File: config.mk
export PLATFORM = sky130hd
export DESIGN_NAME = ssp_tx_logic_flat
export DESIGN_NICKNAME = d
export VERILOG_FILES = /design/src/rtl/ssp_tx_logic_if.sv /design/src/rtl/ssp_tx_logic.sv /design/src/flat_wrapper.sv
export SDC_FILE = /design/constraint.sdc
export NUM_CORES = 1
export LEC_CHECK = 0
export ABC_AREA = 1
export ABC_CLOCK_PERIOD_IN_PS = 1680
export BUFFER_PORTS_ARGS = -buffer_cell sky130_fd_sc_hd__buf_2
export CAP_MARGIN = 40
export CORE_ASPECT_RATIO = 1.4
export CORE_UTILIZATION = 60
export CTS_BUF_LIST = sky130_fd_sc_hd__clkbuf_4 sky130_fd_sc_hd__clkbuf_8
export DETAILED_ROUTE_END_ITERATION = 12
export PLACE_DENSITY_LB_ADDON = 0.25
export SYNTH_ARGS = -nofsm -noshare
export SYNTH_HDL_FRONTEND = slang
export SYNTH_SLANG_ARGS = --single-unit
File: constraint.sdc
create_clock -name PCLK -period 1.68 [get_ports PCLK]
set_input_delay 0.42 -clock PCLK [delete_from_list [all_inputs] [get_ports PCLK]]
set_output_delay 0.42 -clock PCLK [all_outputs]
set_load 0.05 [all_outputs]
File: src/rtl/ssp_tx_logic_if.sv
// FIFO-side and pad-side signals of the SSP transmit serializer.
// master: the serializer; slave: the FIFO/pad environment.
interface ssp_tx_logic_if #(
    parameter int unsigned WIDTH = 8
);
    logic [WIDTH-1:0] TxDATA;
    logic             EMPTY;
    logic             LOGICWRITE;
    logic             SSPCLKOUT;
    logic             SSPFSSOUT;
    logic             SSPTXD;
    logic             SSPOE_B;
    logic             BUSY;

    modport master (
        input  TxDATA, EMPTY,
        output LOGICWRITE, SSPCLKOUT, SSPFSSOUT, SSPTXD, SSPOE_B, BUSY
    );

    modport slave (
        output TxDATA, EMPTY,
        input  LOGICWRITE, SSPCLKOUT, SSPFSSOUT, SSPTXD, SSPOE_B, BUSY
    );
endinterface

File: src/rtl/ssp_tx_logic.sv
// SSP transmit serializer: pops words from the TX FIFO and shifts them out
// MSB-first at PCLK/2 with a one-serial-clock frame sync ahead of each word.
module ssp_tx_logic #(
    parameter int unsigned WIDTH = 8
) (
    input  logic                  PCLK,
    input  logic                  CLEAR,
    ssp_tx_logic_if.master        bus
);
    localparam int unsigned   CNT_W   = (WIDTH > 1) ? $clog2(WIDTH) : 1;
    localparam logic [CNT_W-1:0] CNT_TOP = CNT_W'(WIDTH - 1);

    typedef enum logic [1:0] {
        IDLE  = 2'd0,
        FRAME = 2'd1,
        SHIFT = 2'd2
    } state_e;

    state_e             state_q, state_d;
    logic               clk_div_q;
    logic [WIDTH-1:0]   shift_q, shift_d;
    logic [WIDTH-1:0]   next_buf_q, next_buf_d;
    logic [CNT_W-1:0]   cnt_q, cnt_d;
    logic               txd_q, txd_d;
    logic               fss_q, fss_d;
    logic               oe_b_q, oe_b_d;
    logic               lw_q, lw_d;
    logic               busy_q, busy_d;
    logic               tick_c;
    logic               last_bit_c;

    // Rising tick: this edge takes the serial clock from 0 to 1.
    assign tick_c     = ~clk_div_q;
    assign last_bit_c = (cnt_q == '0);

    always_ff @(posedge PCLK) begin
        if (CLEAR) begin
            state_q    <= IDLE;
            clk_div_q  <= 1'b0;
            shift_q    <= '0;
            next_buf_q <= '0;
            cnt_q      <= '0;
            txd_q      <= 1'b0;
            fss_q      <= 1'b0;
            oe_b_q     <= 1'b1;
            lw_q       <= 1'b0;
            busy_q     <= 1'b0;
        end else begin
            state_q    <= state_d;
            clk_div_q  <= ~clk_div_q;
            shift_q    <= shift_d;
            next_buf_q <= next_buf_d;
            cnt_q      <= cnt_d;
            txd_q      <= txd_d;
            fss_q      <= fss_d;
            oe_b_q     <= oe_b_d;
            lw_q       <= lw_d;
            busy_q     <= busy_d;
        end
    end

    // In SHIFT, fss_q is high only during the bit-0 period of a word whose
    // successor has already been popped into next_buf_q.
    always_comb begin
        state_d = state_q;
        if (tick_c) begin
            unique case (state_q)
                IDLE:    if (!bus.EMPTY) state_d = FRAME;
                FRAME:   state_d = SHIFT;
                SHIFT:   if (last_bit_c && !fss_q) state_d = IDLE;
                default: state_d = IDLE;
            endcase
        end
    end

    always_comb begin
        shift_d    = shift_q;
        next_buf_d = next_buf_q;
        cnt_d      = cnt_q;
        txd_d      = txd_q;
        fss_d      = fss_q;
        oe_b_d     = oe_b_q;
        lw_d       = 1'b0;
        busy_d     = (state_d != IDLE);
        if (tick_c) begin
            unique case (state_q)
                IDLE: begin
                    txd_d  = 1'b0;
                    fss_d  = 1'b0;
                    oe_b_d = 1'b1;
                    if (!bus.EMPTY) begin
                        shift_d = bus.TxDATA;
                        lw_d    = 1'b1;
                        fss_d   = 1'b1;
                        oe_b_d  = 1'b0;
                    end
                end
                FRAME: begin
                    txd_d   = shift_q[WIDTH-1];
                    shift_d = shift_q << 1;
                    cnt_d   = CNT_TOP;
                    fss_d   = 1'b0;
                    oe_b_d  = 1'b0;
                end
                SHIFT: begin
                    if (!last_bit_c) begin
                        txd_d   = shift_q[WIDTH-1];
                        shift_d = shift_q << 1;
                        cnt_d   = cnt_q - CNT_W'(1);
                        // Entering bit 0: fetch the next word now so it follows with no gap.
                        if ((cnt_q == CNT_W'(1)) && !bus.EMPTY) begin
                            next_buf_d = bus.TxDATA;
                            lw_d       = 1'b1;
                            fss_d      = 1'b1;
                        end
                    end else if (fss_q) begin
                        txd_d   = next_buf_q[WIDTH-1];
                        shift_d = next_buf_q << 1;
                        cnt_d   = CNT_TOP;
                        fss_d   = 1'b0;
                    end else begin
                        txd_d  = 1'b0;
                        oe_b_d = 1'b1;
                    end
                end
                default: begin
                    txd_d  = 1'b0;
                    fss_d  = 1'b0;
                    oe_b_d = 1'b1;
                end
            endcase
        end
    end

    assign bus.LOGICWRITE = lw_q;
    assign bus.SSPCLKOUT  = clk_div_q;
    assign bus.SSPFSSOUT  = fss_q;
    assign bus.SSPTXD     = txd_q;
    assign bus.SSPOE_B    = oe_b_q;
    assign bus.BUSY       = busy_q;
endmodule

File: src/flat_wrapper.sv
// flat-port wrapper written by rule: the top's interface ports become plain ports
module ssp_tx_logic_flat 
#(
    parameter int unsigned WIDTH = 8
)
  (PCLK, CLEAR, bus_TxDATA, bus_EMPTY, bus_LOGICWRITE, bus_SSPCLKOUT, bus_SSPFSSOUT, bus_SSPTXD, bus_SSPOE_B, bus_BUSY);
  ssp_tx_logic_if #(.WIDTH(WIDTH)) bus_i ();
  input  logic PCLK;
  input  logic CLEAR;
  input wire logic [$bits(bus_i.TxDATA)-1:0] bus_TxDATA;
  input wire logic [$bits(bus_i.EMPTY)-1:0] bus_EMPTY;
  output wire logic [$bits(bus_i.LOGICWRITE)-1:0] bus_LOGICWRITE;
  output wire logic [$bits(bus_i.SSPCLKOUT)-1:0] bus_SSPCLKOUT;
  output wire logic [$bits(bus_i.SSPFSSOUT)-1:0] bus_SSPFSSOUT;
  output wire logic [$bits(bus_i.SSPTXD)-1:0] bus_SSPTXD;
  output wire logic [$bits(bus_i.SSPOE_B)-1:0] bus_SSPOE_B;
  output wire logic [$bits(bus_i.BUSY)-1:0] bus_BUSY;
  assign bus_i.TxDATA = bus_TxDATA;
  assign bus_i.EMPTY = bus_EMPTY;
  assign bus_LOGICWRITE = bus_i.LOGICWRITE;
  assign bus_SSPCLKOUT = bus_i.SSPCLKOUT;
  assign bus_SSPFSSOUT = bus_i.SSPFSSOUT;
  assign bus_SSPTXD = bus_i.SSPTXD;
  assign bus_SSPOE_B = bus_i.SSPOE_B;
  assign bus_BUSY = bus_i.BUSY;
  ssp_tx_logic #(.WIDTH(WIDTH)) u_core (.PCLK(PCLK), .CLEAR(CLEAR), .bus(bus_i));
endmodule
== Word level (Yosys, flattened, before mapping) ==
Index checks and enable logic that the tools add are counted.

* Equal/unequal tests: 8
* Multiplexer cells: 25
* Add/sub/neg operators: 1
* Bitwise logic cells: 2
* Reduce and logical (&&, ||, !) cells: 15

{| class="wikitable"
|+ Operators by type and width
! cell !! number
|-
| two-way mux 8 bit || 3
|-
| one-hot mux 8 bit (3 select lines) || 1
|-
| two-way mux 1 bit || 10
|-
| AND reduction 4 bit || 2
|-
| two-way mux 2 bit || 3
|-
| two-way mux 3 bit || 2
|-
| one-hot mux 1 bit (2 select lines) || 3
|-
| one-hot mux 2 bit (3 select lines) || 1
|-
| one-hot mux 3 bit (2 select lines) || 1
|-
| AND reduction 3 bit || 2
|-
| inequality test 2 bit, second input constant || 2
|-
| nonzero test 2 bit || 2
|-
| == test 3 x 1 -> 1 bit, second input constant || 1
|-
| zero test 3 bit || 1
|-
| inequality test 3 x 1 -> 1 bit, second input constant || 1
|-
| inequality test 3 x 2 -> 1 bit, second input constant || 1
|-
| one-hot mux 1 bit (3 select lines) || 1
|-
| nonzero test 3 bit || 1
|-
| subtractor 3 x 1 -> 3 bit, second input constant || 1
|-
| == test 2 x 1 -> 1 bit, second input constant || 1
|-
| == test 2 bit, second input constant || 1
|-
| logical AND 1 bit || 2
|-
| zero test 1 bit || 2
|-
| zero test 2 bit || 1
|-
| 4 further kinds || 5
|}

* Bits of input ports: 11
* Bits in registers: 27
* Logic and storage cells: 61
* Output and inout port bits: 6

== Depth between registers and ports, before layout ==
* Depth in word-level cells: 6
* Gate-level depth with buffers: 11
* Gate-level depth less buffers: 10

== Worst setup path before layout ==
No wires, ideal clock.

* Kind: flip-flop to flip-flop
* From: reg u_core.clk_div_q (netlist: u_core.bus.SSPCLKOUT)
* To: reg u_core.shift_q[0]
* Buffers on the path: 0
* Period minus slack after synthesis: 1456 ps
* Required time: 1567 ps
* Arrival: 1344 ps
* Stages on the path, launching flop included: 8
* Path slack: 224 ps
* Library setup time: 113 ps
* Cells stage by stage: dfxtp_1 inv_2 nand3_1 inv_2 nand2_4 inv_4 nor2_1 nor2_1

* Word-level cells in the longest chain between the ends: 2

{| class="wikitable"
|+ Ends and longest elaborated chain
! what !! RTL line !! source
|-
| from (decl) || ssp_tx_logic.sv:20 || <nowiki>logic clk_div_q;</nowiki>
|-
| from (signal assigned) || ssp_tx_logic.sv:50 || <nowiki>clk_div_q <= ~clk_div_q;</nowiki>
|-
| inverter 1 bit (no source line) || - ||
|-
| AND reduction 4 bit (no source line) || - ||
|-
| to (signal assigned) || ssp_tx_logic.sv:51 || <nowiki>shift_q <= shift_d;</nowiki>
|-
| to (decl) || ssp_tx_logic.sv:21 || <nowiki>logic [WIDTH-1:0] shift_q, shift_d;</nowiki>
|}

Every way passes these cells.
A chain may end at the register's enable or synchronous reset.

== Final worst setup path ==
* From: reg u_core.state_q[0]
* To: reg u_core.shift_q[0]

* Word-level cells in the longest chain between the ends: 3
* Elaborated cells between the ends (all ways): 8
* Classes of those cells: eq/ne: 4; mux: 1; reduce/logical: 3

{| class="wikitable"
|+ Ends and longest elaborated chain
! what !! RTL line !! source
|-
| from (decl) || ssp_tx_logic.sv:19 || <nowiki>state_e state_q, state_d;</nowiki>
|-
| from (signal assigned) || ssp_tx_logic.sv:49 || <nowiki>state_q <= state_d;</nowiki>
|-
| == test 2 bit, or another cell as far along || ssp_tx_logic.sv:86 || <nowiki>unique case (state_q)</nowiki>
|-
| inequality test 3 x 2 -> 1 bit (no source line), or another cell as far along || - ||
|-
| AND reduction 4 bit (no source line) || - ||
|}

Parallel ways exist; a longest one is shown, timed or not.

==> results.md <==
- Setup Crit Path Kind: flop to flop
- Number of global-route vias before repair: 1207
- Clk Latency, worst-skew pair: 0.34 ns
- Post-DRT Antenna Nets: 0
- FF-to-FF Start: u_core.state_q[0]
- CP required: 1.97 ns
- Worst-path cell chain: inv_1 > ha_1 > inv_1 > nor2_2 > nand2_2 > nand2_4 > inv_4 > nand2_2 > nand2_1 > nor2_1
- CTS clock-pin slew for the worst setup and hold paths: 0.15 ns
- Run status: finished clean
- Layout Area Growth over Synthesis: 10.6%
- Mean post-synth cell area: 6.78 um^2
- Worst Reg2Reg Path Length in Cells: 10
- Max-cap violations: 0
- Synth Net Count: 241
- FF/Latch Area: 542 um^2
- Measured slew at the worst slew-check pin: 0.258 ns
- Syn. warnings: 0
- Final wirelength: 3.05 mm
- # Post-CTS Setup Buffers: 0
- Finished Core Util: 69.6%
- Drt first pass iters: 4
- Cell Pwr Density: 906 nW/um^2
- Total Power: 1.51 mW
- CTS Buf Count: 3
- I/O Buffers: 16
- Capturing point of the worst reg2reg path: u_core.shift_q[0]
- CP top delay family: simple AND/OR/NAND/NOR gates
- CP max-delay cell: dfxtp_1
- Number of fill cells: 254
- ANT cells: 0
- Fmax: 661 MHz
- Clk sink count: 27
- Post-DR vias/cell: 4.99
- Worst Path Arrival: 1.80 ns
- Startpoint types: flop
- Number of DRC markers in iteration 0: 24
- Initial Util: 63.0%
- Fraction of layout instances using a drive strength above 1: 19.9%
- Setup crit end kind: flop
- Unrepaired setup endpoints after global routing: false
- Largest net degree at the start of global routing: 17
- Setup TNS: 0 ns
- Final count of hold timing violations: 0
- GRT Util Overall: 24.9%
- Max-slew violation count: 0
- Worst Hold Path EP: u_core.bus.SSPCLKOUT
- VDD IR max: 587 uV
- Critical path buffers and inverters: 3
- Flops & latches, synth: 27
- Initial antenna violation count: 0
- Post-synth top area share: 35.9%
- Post-synthesis sequential area ratio: 35.9%
- Die Wd: 44.3 um
- Core area: 2390 um^2
- Synth area leaders: dfxtp_1 (36%), nand2_1 (16%), inv_1 (7.0%)
- DP Wirelength: 2.46 mm
- Global route overflow: 0
- Post-synthesis cell type count: 25
- Most frequent cells in the layout: nand2_1 (65), inv_1 (28), dfxtp_1 (26), nor2_1 (22)
- Most common cell after layout, fill and taps aside: nand2_1
- Leading area contributor after synthesis: dfxtp_1
- Largest stage delay on the critical path: 0.37 ns
- Class of the worst hold path: input port to flop
- DR vias: 1371
- Bufs on Longest Clock Path: 2
- Tmin final: 1.51 ns
- Tcrit/Tclk final: 90.1%
- Final #Nets: 261
- Hold path start: CLEAR
- CTS tree: built
- Final RePlAce weighted congestion: 0.811
- Die Span Y: 61.3 um
- Layout Skew: 0.00818 ns
- Final setup viols: 0
- First-pass GRT wire length: 4.95 mm
- Mapped cell area: 1510 um^2
- Reg2reg setup slack: 0.17 ns
- Leakage power: 0.849 nW
- Hold Crit Depth: 2
- Slew margin rel.: 82.8%
- Ports: 17
- # rows: 21
- Root buffer cell: clkbuf_4
- Die area: 2720 um^2
- Mapped Cells: 222
- Multi-input logic area: 803 um^2
- Post-route DRC violation count: 0
- CP Max Fanout: 9
- WL/cell: 11.1 um
- CTS H-tree lvls: 1
worst max path at each step:
stage | start | end | depth (start not counted)
finish | u_core.state_q[0] | u_core.shift_q[0] | 10
global route | u_core.state_q[1] | u_core.shift_q[6] | 8
CTS | u_core.bus.SSPCLKOUT | bus_SSPCLKOUT | 1
detailed placement | u_core.state_q[1] | u_core.cnt_q[0] | 7
global placement | u_core.state_q[0] | u_core.shift_q[6] | 6
floorplan | u_core.bus.SSPCLKOUT | u_core.shift_q[0] | 7
what timing repair did:
item                                    in CTS  in global routing
endpoints found under the setup margin       0                  3
hold buffers                                 0                  0
resized for setup                            0                  2
report_power, final:
group	internal [mW]	switching, mW
Sequential	0.697	0.0362
Combinational	0.170	0.319
Clock	0.0898	0.196
synthesized netlist by cell type:
master,instances
nor2_4,1
nor2_2,1
o21ai_0,9
buf_2,2
xor2_1,1
inv_2,2
ha_1,8
nand2_2,2
nand2_1,65
a21oi_1,16
o21ai_1,4
clkinv_4,1
inv_1,28
nand3_1,5
nand4_1,8
nand2_4,4
nor3_1,1
nor2_1,23
buf_4,1
clkinv_2,1
inv_4,2
nand3_4,1
clkbuf_1,2
or2_2,7
dfxtp_1,27
stage by stage:
step,setup WS (ns),hold slack (ns),std cells,instance area [um^2]
2_1_floorplan,0.224,0.454,222,1510
3_3_place_gp,0.213,0.448,271,1630
3_5_place_dp,0.184,0.446,271,1630
4_1_cts,0.0778,0.281,275,1660
5_1_grt,0.0202,0.268,275,1660
6_report,0.167,0.276,275,1660
layer usage:
metal  vias to the layer above  GRT usage [%]  wire length [um]
li1                        729              -                 -
met1                       611           27.3              1240
met2                        26           46.8              1670
met3                         5           2.93                93
met4                         0           11.7                54
met5                         -              0                 0
registers in the layout, summed over array words and instances (netlist names):
name                   flops
u_core.bus.SSPOE_B         1
u_core.cnt_q               3
u_core.bus.LOGICWRITE      1
u_core.next_buf_q          8
u_core.bus.BUSY            1
u_core.bus.SSPCLKOUT       1
u_core.state_q             2
u_core.bus.SSPTXD          1
u_core.shift_q             8
u_core.bus.SSPFSSOUT       1
logic make-up (layout without fill, tap and decap cells):
family                     Yosys count  after routing  synth area share (%)
and+or+nand+nor                    118            118                  36.3
xor gates and xnor gates             1              1                 0.582
AOI/OAI and AO/OA                   29             29                  9.64
buffers and inverters               39             58                  10.9
adders and majority gates            8              8                  6.65
DFF                                 27             27                  35.9
cell type report:
| type | instances | share of cell area (%) |
|---|---|---|
| tap | 34 | 2.56 |
| clock buffer | 3 | 1.35 |
| sequential | 27 | 32.6 |
| inverter | 34 | 8.35 |
| timing repair buffer | 20 | 6.62 |
| multi-input combinational | 156 | 48.3 |
| clock inverter | 1 | 0.301 |
Power figures use the tool's default switching activity.
